===== src/rtl/interval_meter.sv =====
// interval_meter: counts the clock cycles between successive event marks and hands the result over a valid/ready pair.
// Define INTERVAL_METER_OVERRUN_EN to add the sticky 'overrun' output; the event mark input is named evt because event is a reserved word.
module interval_meter #(
  parameter int W = 8
) (
  input  logic         clock,
  input  logic         reset,
  input  logic         evt,
  input  logic         stop,
  input  logic         ready,
  output logic         busy,
  output logic [W-1:0] value,
  output logic         ovf,
  output logic         valid
`ifdef INTERVAL_METER_OVERRUN_EN
  ,
  output logic         overrun
`endif
);

  localparam logic [0:0]   IDLE    = 1'b0;
  localparam logic [0:0]   RUN     = 1'b1;
  localparam logic [W-1:0] CNT_MAX = {W{1'b1}};
  localparam logic [W-1:0] CNT_ONE = W'(1);

  logic [0:0]   state_r, state_s;
  logic [W-1:0] cnt_r, cnt_s;
  logic         sat_r, sat_s;
  logic         capture_s;
  logic         load_s;
  logic [W-1:0] value_r;
  logic         ovf_r;
  logic         valid_r;

  // Next-state for the measurement FSM; stop outranks any event.
  always_comb begin
    state_s   = state_r;
    cnt_s     = cnt_r;
    sat_s     = sat_r;
    capture_s = 1'b0;
    if (stop) begin
      state_s = IDLE;
      cnt_s   = '0;
      sat_s   = 1'b0;
    end else begin
      case (state_r)
        IDLE: begin
          if (evt) begin
            state_s = RUN;
            cnt_s   = CNT_ONE;
            sat_s   = 1'b0;
          end else begin
            state_s = IDLE;
          end
        end
        RUN: begin
          if (evt) begin
            capture_s = 1'b1;
            cnt_s     = CNT_ONE;
            sat_s     = 1'b0;
          end else if (cnt_r != CNT_MAX) begin
            cnt_s = cnt_r + CNT_ONE;
          end else begin
            sat_s = 1'b1;
          end
        end
        default: begin
          state_s = IDLE;
          cnt_s   = '0;
          sat_s   = 1'b0;
        end
      endcase
    end
  end

  // A capture only lands when the output slot is free or being emptied this edge.
  assign load_s = capture_s && (!valid_r || ready);

  // Measurement state and result holding registers.
  always_ff @(posedge clock or negedge reset) begin
    if (!reset) begin
      state_r <= IDLE;
      cnt_r   <= '0;
      sat_r   <= 1'b0;
      value_r <= '0;
      ovf_r   <= 1'b0;
      valid_r <= 1'b0;
    end else begin
      state_r <= state_s;
      cnt_r   <= cnt_s;
      sat_r   <= sat_s;
      if (load_s) begin
        value_r <= cnt_r;
        ovf_r   <= sat_r;
        valid_r <= 1'b1;
      end else if (valid_r && ready) begin
        valid_r <= 1'b0;
      end else begin
        valid_r <= valid_r;
      end
    end
  end

  assign busy  = state_r[0];
  assign value = value_r;
  assign ovf   = ovf_r;
  assign valid = valid_r;

`ifdef INTERVAL_METER_OVERRUN_EN
  logic drop_s;
  logic overrun_r;

  assign drop_s = capture_s && valid_r && !ready;

  // Sticky record of a result lost to a full output slot.
  always_ff @(posedge clock or negedge reset) begin
    if (!reset) begin
      overrun_r <= 1'b0;
    end else if (stop) begin
      overrun_r <= 1'b0;
    end else if (drop_s) begin
      overrun_r <= 1'b1;
    end else begin
      overrun_r <= overrun_r;
    end
  end

  assign overrun = overrun_r;
`endif

endmodule


===== config.mk =====
export PLATFORM = sky130hd
export DESIGN_NAME = interval_meter
export DESIGN_NICKNAME = d
export VERILOG_FILES = /design/src/rtl/interval_meter.sv
export SDC_FILE = /design/constraint.sdc
export NUM_CORES = 1
export LEC_CHECK = 0
export ABC_AREA = 1
export ABC_CLOCK_PERIOD_IN_PS = 1400
export BUFFER_PORTS_ARGS = -buffer_cell sky130_fd_sc_hd__buf_2
export CAP_MARGIN = 30
export CORE_MARGIN = 2
export CORE_UTILIZATION = 54
export DETAILED_ROUTE_END_ITERATION = 7
export PLACE_DENSITY_LB_ADDON = 0.08
export SLEW_MARGIN = 15
export SYNTH_ARGS = -nofsm -noshare
export SYNTH_HDL_FRONTEND = slang
export SYNTH_SLANG_ARGS = --single-unit
export TNS_END_PERCENT = 100

===== constraint.sdc =====
create_clock -name clock -period 1.4 [get_ports clock]
set_input_delay 0.14 -clock clock [delete_from_list [all_inputs] [get_ports clock]]
set_output_delay 0.14 -clock clock [all_outputs]
set_load 0.05 [all_outputs]

# Word-level counts from Yosys, hierarchy flattened
# Cells that the tools add are included.
[classes]
n_addsub = 1
n_mux = 17
n_reduce_logical = 7
n_bitwise = 1
n_eq_ne = 4
[op_table]
columns = ["cell", "n"]
rows = [
  ["two-way mux 8 bit", 4],
  ["one-hot mux 8 bit (2 select lines)", 1],
  ["two-way mux 1 bit", 11],
  ["adder 8 x 1 -> 8 bit, second input constant", 1],
  ["inequality test 8 bit, second input constant", 1],
  ["inequality test 4 x 3 -> 1 bit, second input constant", 1],
  ["inequality test 4 bit, second input constant", 1],
  ["AND reduction 2 bit", 2],
  ["inequality test 3 bit, second input constant", 1],
  ["logical AND 1 bit", 2],
  ["one-hot mux 1 bit (2 select lines)", 1],
  ["nonzero test 2 bit", 1],
  ["logical NOT 1 bit", 1],
  ["logical OR 1 bit", 1],
  ["inverter 1 bit", 1],
]
[totals]
inputBits = 5
elab_cells = 36
register_bits = 20

# Logic depth before layout (Yosys ltp)
# Gate-level depths: netlist of the first run.
[logic_depth]
word_depth = 5
ltp_mapped = 8
depth_no_buf = 8

# Worst setup path after synthesis of the first run
# Ideal clock, no wire load.
[synth_path]
path_kind = "flip-flop to flip-flop"
start = "register state_r (netlist: busy)"
end = "register cnt_r[1]"
arrival_ps = 1281
setup_time_ps = 74
path_stages_with_launch = 6
required_ps = 1326
setup_slack_ps = 45
n_path_buf = 1
path_cell_list = "dfrtp_1 -> buf_4 -> inv_1 -> nor2_2 -> nand3_1 -> o21ai_2"
[synth_between]
elab_chain_cells = 3
[synth_rtl]
columns = ["element", "line_no", "rtl"]
rows = [
  ["start: declaration", "26", "logic [0:0] state_r, state_s;"],
  ["start signal: assignment", "89", "state_r <= state_s;"],
  ["inverter 1 bit", "n/a", ""],
  ["one-hot mux 8 bit (2 select lines) / inequality test 3 bit (equally long branches)", "n/a", ""],
  ["two-way mux 8 bit / AND reduction 2 bit (equally long branches)", "n/a", ""],
  ["end signal: assignment", "90", "cnt_r <= cnt_s;"],
  ["end: declaration", "27", "logic [W-1:0] cnt_r, cnt_s;"],
]
# Several ways; a longest one is shown, not always the timed one.
# A chain may end at the register's enable or synchronous reset.

# Worst setup path in the final report of the first run
[layout_path]
start = "register state_r (netlist: busy)"
end = "output port busy"
[layout_rtl]
columns = ["element", "line_no", "rtl"]
rows = [
  ["end: declaration", "11", "output logic busy,"],
]
# No word-level cell between the ends.

==> results of run 1 <==
## cells by family after synthesis
logic type | count (synthesis)
DFF | 20
and+or+nand+nor | 63
buffers and inverters | 19
AOI/OAI and AO/OA | 15
xor gates and xnor gates | 1
adders and majority gates | 1
## worst register-to-register path: cells and delay by family (launching register included)
kind / cells / cell delay, ns
AO/OA/AOI/OAI: 1 / 0.05
adder cells (fa/ha/maj): 1 / 0.17
AND/OR/NAND/NOR: 6 / 0.53
flip-flops: 1 / 0.43
## final timing paths
kind	startpoint	to	slack, ns	cells after the start
min	stop	busy	0.02	2
max	busy	busy	0.07	2
max in group asynchronous	reset	sat_r	0.77	2
min reg2reg	value[5]	value[5]	0.49	2
max reg2reg	cnt_r[1]	cnt_r[0]	0.11	8
min in group asynchronous	reset	value[6]	0.32	2
## repair_timing
action,in CTS,in global routing
hold buffers,1,0
gates resized for setup,0,3
setup endpoints to repair,0,4
endpoints found under the hold margin,20,0
buffers inserted,0,2
## state kept, by name, summed over array words and instances, names as in the netlist
signal and count:
cnt_r 8, busy 1, sat_r 1, ovf 1
valid 1, value 8
## layout make-up
cell class                      instances  area, um2
Fill cell                             148        548
Sequential cell                        20        500
Multi-Input combinational cell         80        450
Timing Repair Buffer                   20        115
Inverter                               17       63.8
Clock buffer                            4       36.3
Tap cell                               25       31.3
## Yosys cell counts
master   count
a21oi_1      2
buf_4        1
buf_6        1
dfrtp_1     20
ha_1         1
inv_1       16
inv_2        1
nand2_1     26
nand2_2      1
nand2_4      3
nand3_1     11
nand3_2      1
nand4_1      5
nand4_4      1
nor2_1      10
nor2_2       3
nor2_4       1
nor3_1       1
o21ai_0      9
o21ai_1      1
o21ai_2      3
xor2_1       1
## power groups by stage
stage	logic, mW	registers, mW	clock network, mW
detailed placement	0.146	0.615	0
global route	0.164	0.608	0.357
global placement	0.142	0.614	0
CTS	0.149	0.604	0.336
floorplan	0.0530	0.661	0
finish	0.149	0.605	0.325
## routing by layer
metal,vias to the layer above,share of wire
li1,428,-
met5,-,0
met4,0,0.015
met3,6,0.039
met2,21,0.49
met1,394,0.46
==> qor.yml, run 1 <==
run_status:
  status: "completed"
place:
  hpwl_mm: 1.48
  dpl_worst_slack_ns: 0.0716
  place_congestion: 0.855
  placed_cell_area_mm2: 0.00112
  placed_cells: 159
  port_buffers: 15
global_route:
  use_met3: 0.0226
  antenna_found_initial: 0
  grt_use_total: 0.200
  grt_pass1_wl_mm: 3.17
  grt_util_met1: 0.284
  grt_pass1_vias: 746
  grt_max_degree: 21
  gr-total-overflow: 0
  grt.busiest_layer: "met2"
  grtUsageMet2: 0.314
floorplan:
  dieArea_mm2: 0.00225
  core_mm2: 0.00175
  io_pins: 16
  num_rows: 15
  die_x_um: 47.4
  die_h_um: 47.4
  initial_core_util: 0.584
worst_setup_path:
  critPathBufInv: 2
  end_kind: "output port"
  crit_family: "buffers and inverters"
  cp.required_ns: 1.26
  crit_type: "reg -> out"
  worstPathMaxFanout: 12
  worst_path_max_delay_cell: "dfrtp_1"
  cpPeakStageDelay_ns: 0.40
  start_kind: "flop"
  critical_path.cell_chain: "buf_4 > buf_2"
  crit_arrival_ns: 1.19
sta:
  hold_violations: 0
  skew_ns: 0.00337
  setup_tns_ns: 0
  timing.final.ws_setup_ns: 0.0676
  rsz0062_at_grt: "false"
  slew_violations: 0
  tightest_slew_ns: 0.442
  fmax_ghz: 0.751
  setup_violations: 0
  fin_crit_sh: 0.952
  period_minus_slack_ns: 1.33
  slew_headroom: 0.705
  holdWs_ns: 0.0203
pwr:
  cellLeakagePower_nw: 0.593
  internal-power_uw: 790
  p_comb_frac: 0.138
  p_total_mw: 1.08
  p_clk_frac: 0.301
  p_sw_uw: 289
  seqPwrFrac: 0.561
  power.share.switching: 0.267
  ir_drop_v: 0.000802
  power_density_mw_per_mm2: 901
finish:
  stdcell_area_mm2: 0.00120
  finalCoreUtilization: 0.686
  layout-drive-gt1-share: 0.277
  final_cell_mix: "nand2_1, dfrtp_1, inv_1"
  nNetsFinal: 148
  layout.cells.non_filler: 166
  n_antenna_cell: 0
  final_common_cell: "nand2_1"
  area_growth_pct: 17.6
synth:
  synth_adder_area_share: 0.0123
  ys_seq_area_frac: 0.491
  synth.distinct_cells: 22
  synth_area_leaders: "dfrtp_1, nand2_1, inv_1, nand3_1, o21ai_0"
  synth_top_family_by_area: "simple AND/OR/NAND/NOR gates"
  syn-cell-area_mm2: 0.00102
  syn-num-nets: 125
  synth_xor_area_frac: 0.00860
  yosys.area_share.simple: 0.322
  syn_inst: 119
  synth.top_cell.area_share: 0.491
  synth_compound_area_frac: 0.0848
  syn_avg_cell_area_um2: 8.56
  synthMuxAreaShare: 0
  yosys_warnings: 0
  synth_area_leader_cell: "dfrtp_1"
  ys_ff_latch: 20
worst_hold_path:
  hp-class: "in -> reg"
route:
  route.detailed.drc: 0
  post_drt_via_cell_ratio: 5.11
  wirelength_mm: 1.92
  first_iter_violations: 18
  dr.pass1.iters: 4
  ant_nets: 0
  vias: 849
  wl_per_cell_um: 11.6
run:
  maxCapViolCount: 0
clock_network:
  cts-root-buf: "clkbuf_4"
  cts_max_path_buffers: 2
  htreeDepth: 1
  cts_inserted_buffers: 3
  clkLatencyLatePin_ns: 0.29
  cts_tree: "built"
  clk_pin_slew_worst_paths_ns: 0.10
  cts_sinks: 20
No activity file was read; power rests on OpenSTA's default activity.
==> run 2, diff against run 1 <==
--- a/config.mk
+++ b/config.mk
@@ -9,10 +9,12 @@
 export ABC_CLOCK_PERIOD_IN_PS = 1400
 export BUFFER_PORTS_ARGS = -buffer_cell sky130_fd_sc_hd__buf_2
 export CAP_MARGIN = 30
+export CORE_ASPECT_RATIO = 1.1
 export CORE_MARGIN = 2
 export CORE_UTILIZATION = 54
 export DETAILED_ROUTE_END_ITERATION = 7
 export PLACE_DENSITY_LB_ADDON = 0.08
+export SETUP_SLACK_MARGIN = 0.1
 export SLEW_MARGIN = 15
 export SYNTH_ARGS = -nofsm -noshare
 export SYNTH_HDL_FRONTEND = slang
==> constraint.sdc (replaced) <==
create_clock -name clock -period 1.4 [get_ports clock]
set_input_delay 0.14 -clock clock [delete_from_list [all_inputs] [get_ports clock]]
set_output_delay 0.14 -clock clock [all_outputs]
set_load 0.1 [all_outputs]
==> run 2 against run 1 <==
  * Sequential share of layout area down 1.1 points
  * Hold slack worse by 0.0048 ns
  * Total power increased by 6.8%
  * Combinational power up 40%
  * Via count up 5.4%
  * Critical path depth grew 6
  * Flip-flop and latch count is the same
  * Register-to-register slack gained 0.02 ns
  * Core utilization up 1.5 points
  * First-iteration DRC count increased by 72%
  * Die area about the same
  * Critical endpoint is now cnt_r[0]
  * Largest power group unchanged
==> qor.yml, run 2 (synthesized netlist as in run 1, its figures left out) <==
run_status:
  status: "completed"
sta:
  hold_violations: 0  # unchanged
  holdWs_ns: 0.0155  # -0.00477 ns
  slew_headroom: 0.679  # -0.0263
  period_minus_slack_ns: 1.27  # -0.0598 ns
  setup_violations: 0  # unchanged
  slew_violations: 0  # unchanged
  fmax_ghz: 0.786  # +4.7%
  skew_ns: 0.00265  # -0.000711 ns
  fin_crit_sh: 0.909  # -0.0427
  tightest_slew_ns: 0.485  # +0.0428 ns
  setup_tns_ns: 0  # unchanged
  rsz0062_at_grt: "true"
global_route:
  grt_max_degree: 21  # unchanged
  grt_use_total: 0.211  # +0.0109
  grt_pass1_vias: 793  # +6.3%
  gr-total-overflow: 0  # unchanged
  antenna_found_initial: 0  # unchanged
  grt_pass1_wl_mm: 3.48  # +9.8%
clock_network:
  cts_tree: "built"
  clkLatencyLatePin_ns: 0.29  # about the same
  clk_pin_slew_worst_paths_ns: 0.11  # about the same
  cts-root-buf: "clkbuf_4"
  htreeDepth: 1  # unchanged
  cts_inserted_buffers: 3  # unchanged
  cts_sinks: 20  # unchanged
  cts_max_path_buffers: 2  # unchanged
worst_setup_path:
  end_kind: "flop"
  worstPathMaxFanout: 6  # -6
  reg2reg_from: "cnt_r[1]"
  crit_arrival_ns: 1.47  # +0.28 ns
  reg2reg_to: "cnt_r[0]"
  crit_end: "cnt_r[0]"
  crit_type: "reg -> reg"
  ff2ff_path_depth: 8  # unchanged
  cp.required_ns: 1.59  # +0.33 ns
  rrSetupSlack_ns: 0.13  # +0.02 ns
  startpoint: "cnt_r[1]"
  start_kind: "flop"
floorplan:
  die_h_um: 49.6  # +4.5%
  die_x_um: 45.4  # -4.3%
  num_rows: 16  # +1
  io_pins: 16  # unchanged
  initial_core_util: 0.572  # -0.0119
  core_mm2: 0.00178  # +2.1%
  dieArea_mm2: 0.00225  # about the same
finish:
  area_growth_pct: 22.6
  final_common_cell: "nand2_1"
  n_antenna_cell: 0  # unchanged
  layout-drive-gt1-share: 0.326  # +0.0498
  final_cell_mix: "nand2_1, dfrtp_1, inv_1"
  nNetsFinal: 151  # +2.0%
route:
  route.detailed.drc: 0  # unchanged
  wirelength_mm: 2.20  # +15%
  post_drt_via_cell_ratio: 5.52  # +8.0%
  ant_nets: 0  # unchanged
  dr.pass1.iters: 4  # unchanged
  vias: 895  # +5.4%
  first_iter_violations: 31  # +13
  wl_per_cell_um: 13.6  # +17%
pwr:
  cellLeakagePower_nw: 0.623  # +5.0%
  power_density_mw_per_mm2: 923  # +2.4%
  ir_drop_v: 0.000842  # +5.0%
worst_hold_path:
  hp-class: "in -> reg"
place:
  place_congestion: 0.861  # +0.73%
  hpwl_mm: 1.45  # -1.7%
  port_buffers: 15  # unchanged
run:
  maxCapViolCount: 0  # unchanged
## run 2: cell types whose count changed in the layout (fill, tap and decap cells not counted), moves of 2 or more
cell,change
buf_2,-2
buf_4,+3
dfrtp_1,-2
dfrtp_4,+2
## run 2: cell type report
cell class | count | area [um2]
clock buffers | 4 | 36.3
fillers | 150 | 533
inverters | 17 | 63.8
multi-input cells | 80 | 463
flip-flops and latches | 20 | 508
well taps | 18 | 22.5
repair buffers | 23 | 155
## run 2: power breakdown
group,internal (mW),switching [mW]
Combinational,0.0529,0.155
Sequential,0.596,0.0200
Clock,0.158,0.170
## run 2: worst min-delay path by stage
stage	slack, ns	end	cells past startpoint	startpoint
6_report	0.02	busy	2	stop
5_1_grt	0.03	busy	2	stop
2_1_floorplan	-0.16	cnt_r[0]	0	reset
4_1_cts	0.01	busy	2	stop
3_5_place_dp	0.11	valid	1	reset
3_3_place_gp	0.10	valid	1	reset
## run 2: worst max-delay path, stage by stage (launching register included)
cell and delay, ns:
dfrtp_1 0.41, ha_4 0.18, nand2_4 0.06, nor2_4 0.16
nand2_4 0.10, nand2_4 0.09, nand2_4 0.07, nand3_2 0.06
o21ai_2 0.05
## run 2: per-stage QoR
stage               power, mW  setup WS (ns)   util  cells  area (um2)
floorplan               0.765          0.118      -    119        1030
global placement        0.813          0.113  0.633    151        1130
detailed placement      0.815         0.0802  0.633    151        1130
CTS                      1.15          0.106  0.667    158        1190
global route             1.21         0.0156  0.701    162        1250
finish                   1.15          0.127  0.701    162        1250
## run 2: timing repair
item | in CTS | in global routing
setup buffers | 2 | 4
endpoints found under the setup margin | 5 | 10
pin swaps | 0 | 4
hold buffers | 1 | 0
endpoints found under the hold margin | 20 | 0
gates resized for setup | 0 | 9
## run 2: routing by layer
| layer | global-route usage | share of wire | up-vias |
|---|---|---|---|
| li1 | - | - | 432 |
| met1 | 0.287 | 0.43 | 421 |
| met2 | 0.319 | 0.50 | 34 |
| met3 | 0.0366 | 0.047 | 8 |
| met4 | 0.0980 | 0.025 | 0 |
| met5 | 0 | 0 | - |
==> run 3, diff against run 2 <==
--- a/config.mk
+++ b/config.mk
@@ -9,9 +9,11 @@
 export ABC_CLOCK_PERIOD_IN_PS = 1400
 export BUFFER_PORTS_ARGS = -buffer_cell sky130_fd_sc_hd__buf_2
 export CAP_MARGIN = 30
+export CELL_PAD_IN_SITES_DETAIL_PLACEMENT = 0
+export CELL_PAD_IN_SITES_GLOBAL_PLACEMENT = 1
 export CORE_ASPECT_RATIO = 1.1
 export CORE_MARGIN = 2
-export CORE_UTILIZATION = 54
+export CORE_UTILIZATION = 40
 export DETAILED_ROUTE_END_ITERATION = 7
 export PLACE_DENSITY_LB_ADDON = 0.08
 export SETUP_SLACK_MARGIN = 0.1
==> run 3 against run 2 <==
  * Routed wire length shrank 6.5%
  * Maximum frequency decreased by 1.9%
  * Clock skew up 0.0011 ns
  * Worst setup slack worse by 0.024 ns
  * Global-route usage decreased by 4.4 points
  * Largest power group unchanged
  * Via count decreased by 4.8%
==> qor.yml, run 3 (synthesized netlist as in run 1, its figures left out) <==
run_status:
  status: "completed"
sta:
  fmax_ghz: 0.771  # -1.9%
  setup_tns_ns: 0  # unchanged
  slew_headroom: 0.680  # +0.000944
  holdWs_ns: 0.0101  # -0.00547 ns
  slew_violations: 0  # unchanged
  hold_violations: 0  # unchanged
  fin_crit_sh: 0.926  # +0.0173
  tightest_slew_ns: 0.483  # -0.00142 ns
  period_minus_slack_ns: 1.30  # +0.0243 ns
  rsz0062_at_grt: "true"
  setup_violations: 0  # unchanged
  skew_ns: 0.00372  # +0.00107 ns
worst_setup_path:
  cp.required_ns: 1.60  # about the same
  worstPathMaxFanout: 6  # unchanged
  rrSetupSlack_ns: 0.10  # -0.02 ns
  crit_type: "reg -> reg"
  crit_arrival_ns: 1.50  # +0.03 ns
  ff2ff_path_depth: 8  # unchanged
  worst-path-stages: 8  # unchanged
  start_kind: "flop"
  crit_family: "simple AND/OR/NAND/NOR gates"
  cpPeakStageDelay_ns: 0.42  # about the same
  critical_path.cell_chain: "ha_4 > nand2_4 > nor2_4 > nand2_4 > nand2_4 > nand2_4 > nand3_2 > o21ai_2"
  crit_top_cell: "nand2_4"
  critPathBufInv: 0  # unchanged
  end_kind: "flop"
  reg2reg_from: "cnt_r[0]"
  worst_path_max_delay_cell: "dfrtp_1"
  reg2reg_to: "cnt_r[0]"
finish:
  final_common_cell: "nand2_1"
  register_area_um2: 508  # unchanged
  multiInputGateArea_um2: 473  # +2.2%
  n_antenna_cell: 0  # unchanged
  final_cell_mix: "nand2_1, dfrtp_1, inv_1"
  nNetsFinal: 149  # -1.3%
  layout-drive-gt1-share: 0.331  # +0.00460
  finalCoreUtilization: 0.515  # -0.186
  area_growth_pct: 23.7
  n_fill_cell: 253  # +69%
route:
  ant_nets: 0  # unchanged
  route.detailed.drc: 0  # unchanged
  vias: 852  # -4.8%
  wl_per_cell_um: 11.9  # -12%
  dr.pass1.iters: 3  # -1
  wirelength_mm: 2.06  # -6.5%
  post_drt_via_cell_ratio: 4.92  # -11%
  first_iter_violations: 14  # -55%
pwr:
  p_comb_frac: 0.179  # -0.002
  power_density_mw_per_mm2: 914  # -0.94%
  power.share.switching: 0.302  # +0.00246
  p_sw_uw: 348  # +0.78%
  ir_drop_v: 0.000639  # -24%
  p_clk_frac: 0.287  # +0.002
  cellLeakagePower_nw: 0.615  # -1.4%
  internal-power_uw: 804  # -0.40%
  p_total_mw: 1.15  # about the same
  seqPwrFrac: 0.535  # about the same
global_route:
  grt_pass1_vias: 853  # +7.6%
  grt_pass1_wl_mm: 3.75  # +7.9%
  antenna_found_initial: 0  # unchanged
  gr-total-overflow: 0  # unchanged
  grt_max_degree: 21  # unchanged
  grt_use_total: 0.167  # -0.0444
clock_network:
  clkLatencyLatePin_ns: 0.30  # about the same
  cts_sinks: 20  # unchanged
  clk_pin_slew_worst_paths_ns: 0.11  # about the same
  cts_tree: "built"
  cts-root-buf: "clkbuf_4"
  htreeDepth: 1  # unchanged
  cts_max_path_buffers: 2  # unchanged
  cts_inserted_buffers: 3  # unchanged
floorplan:
  initial_core_util: 0.416  # -0.156
  io_pins: 16  # unchanged
  core_mm2: 0.00245  # +37%
  dieArea_mm2: 0.00297  # +32%
  die_x_um: 52.1  # +15%
  die_h_um: 56.9  # +15%
  num_rows: 19  # +3
worst_hold_path:
  hold_path_end: "busy"
  hp-class: "in -> reg"
  hp-start: "stop"
  holdPathStages: 2  # unchanged
run:
  maxCapViolCount: 0  # unchanged
place:
  port_buffers: 15  # unchanged
  hpwl_mm: 1.52  # +4.6%
  place_congestion: 0.819  # -4.9%
## run 3: worst register-to-register path, cell delays in order, from the launching register on
cell	delay, ns
dfrtp_1	0.42
ha_4	0.18
nand2_4	0.06
nor2_4	0.15
nand2_4	0.09
nand2_4	0.11
nand2_4	0.08
nand3_2	0.07
o21ai_2	0.05
## run 3: how the worst max path moves through the flow
stage | start | to
finish | cnt_r[0] | cnt_r[0]
floorplan | valid | value[7]
global route | cnt_r[1] | cnt_r[0]
global placement | cnt_r[1] | cnt_r[0]
CTS | valid | valid
detailed placement | cnt_r[1] | cnt_r[0]
## run 3: what timing repair did
item | CTS | global route
hold buffers | 1 | 0
setup endpoints to repair | 5 | 9
buffers inserted | 2 | 2
pin swaps | 0 | 7
gates resized for setup | 1 | 11
endpoints found under the hold margin | 20 | 0
## run 3: power groups by stage
stage / clock network (mW) / logic [mW] / registers (mW)
floorplan: 0 / 0.0531 / 0.712
global placement: 0 / 0.189 / 0.626
detailed placement: 0 / 0.189 / 0.627
CTS: 0.356 / 0.199 / 0.614
global route: 0.371 / 0.219 / 0.619
finish: 0.330 / 0.206 / 0.616
## run 3: layout make-up
cell class                 instances  area share
sequential                        20       0.403
multi-input combinational         80       0.375
timing repair buffer              21       0.111
inverter                          17      0.0506
tap                               31      0.0308
clock buffer                       4      0.0288
## run 3: stage by stage
step           std cells  cell area [um2]  setup WS [ns]
6_report             173             1260          0.103
3_5_place_dp         164             1140         0.0670
2_1_floorplan        119             1030          0.118
3_3_place_gp         164             1140          0.100
5_1_grt              173             1260         0.0203
4_1_cts              171             1210          0.109
## run 3: routing by layer
layer	global-route usage	part of all wire	up-vias
li1	-	-	432
met1	0.233	0.48	401
met2	0.262	0.48	15
met3	0.0239	0.032	4
met4	0.0564	0.013	0
met5	0	0	-
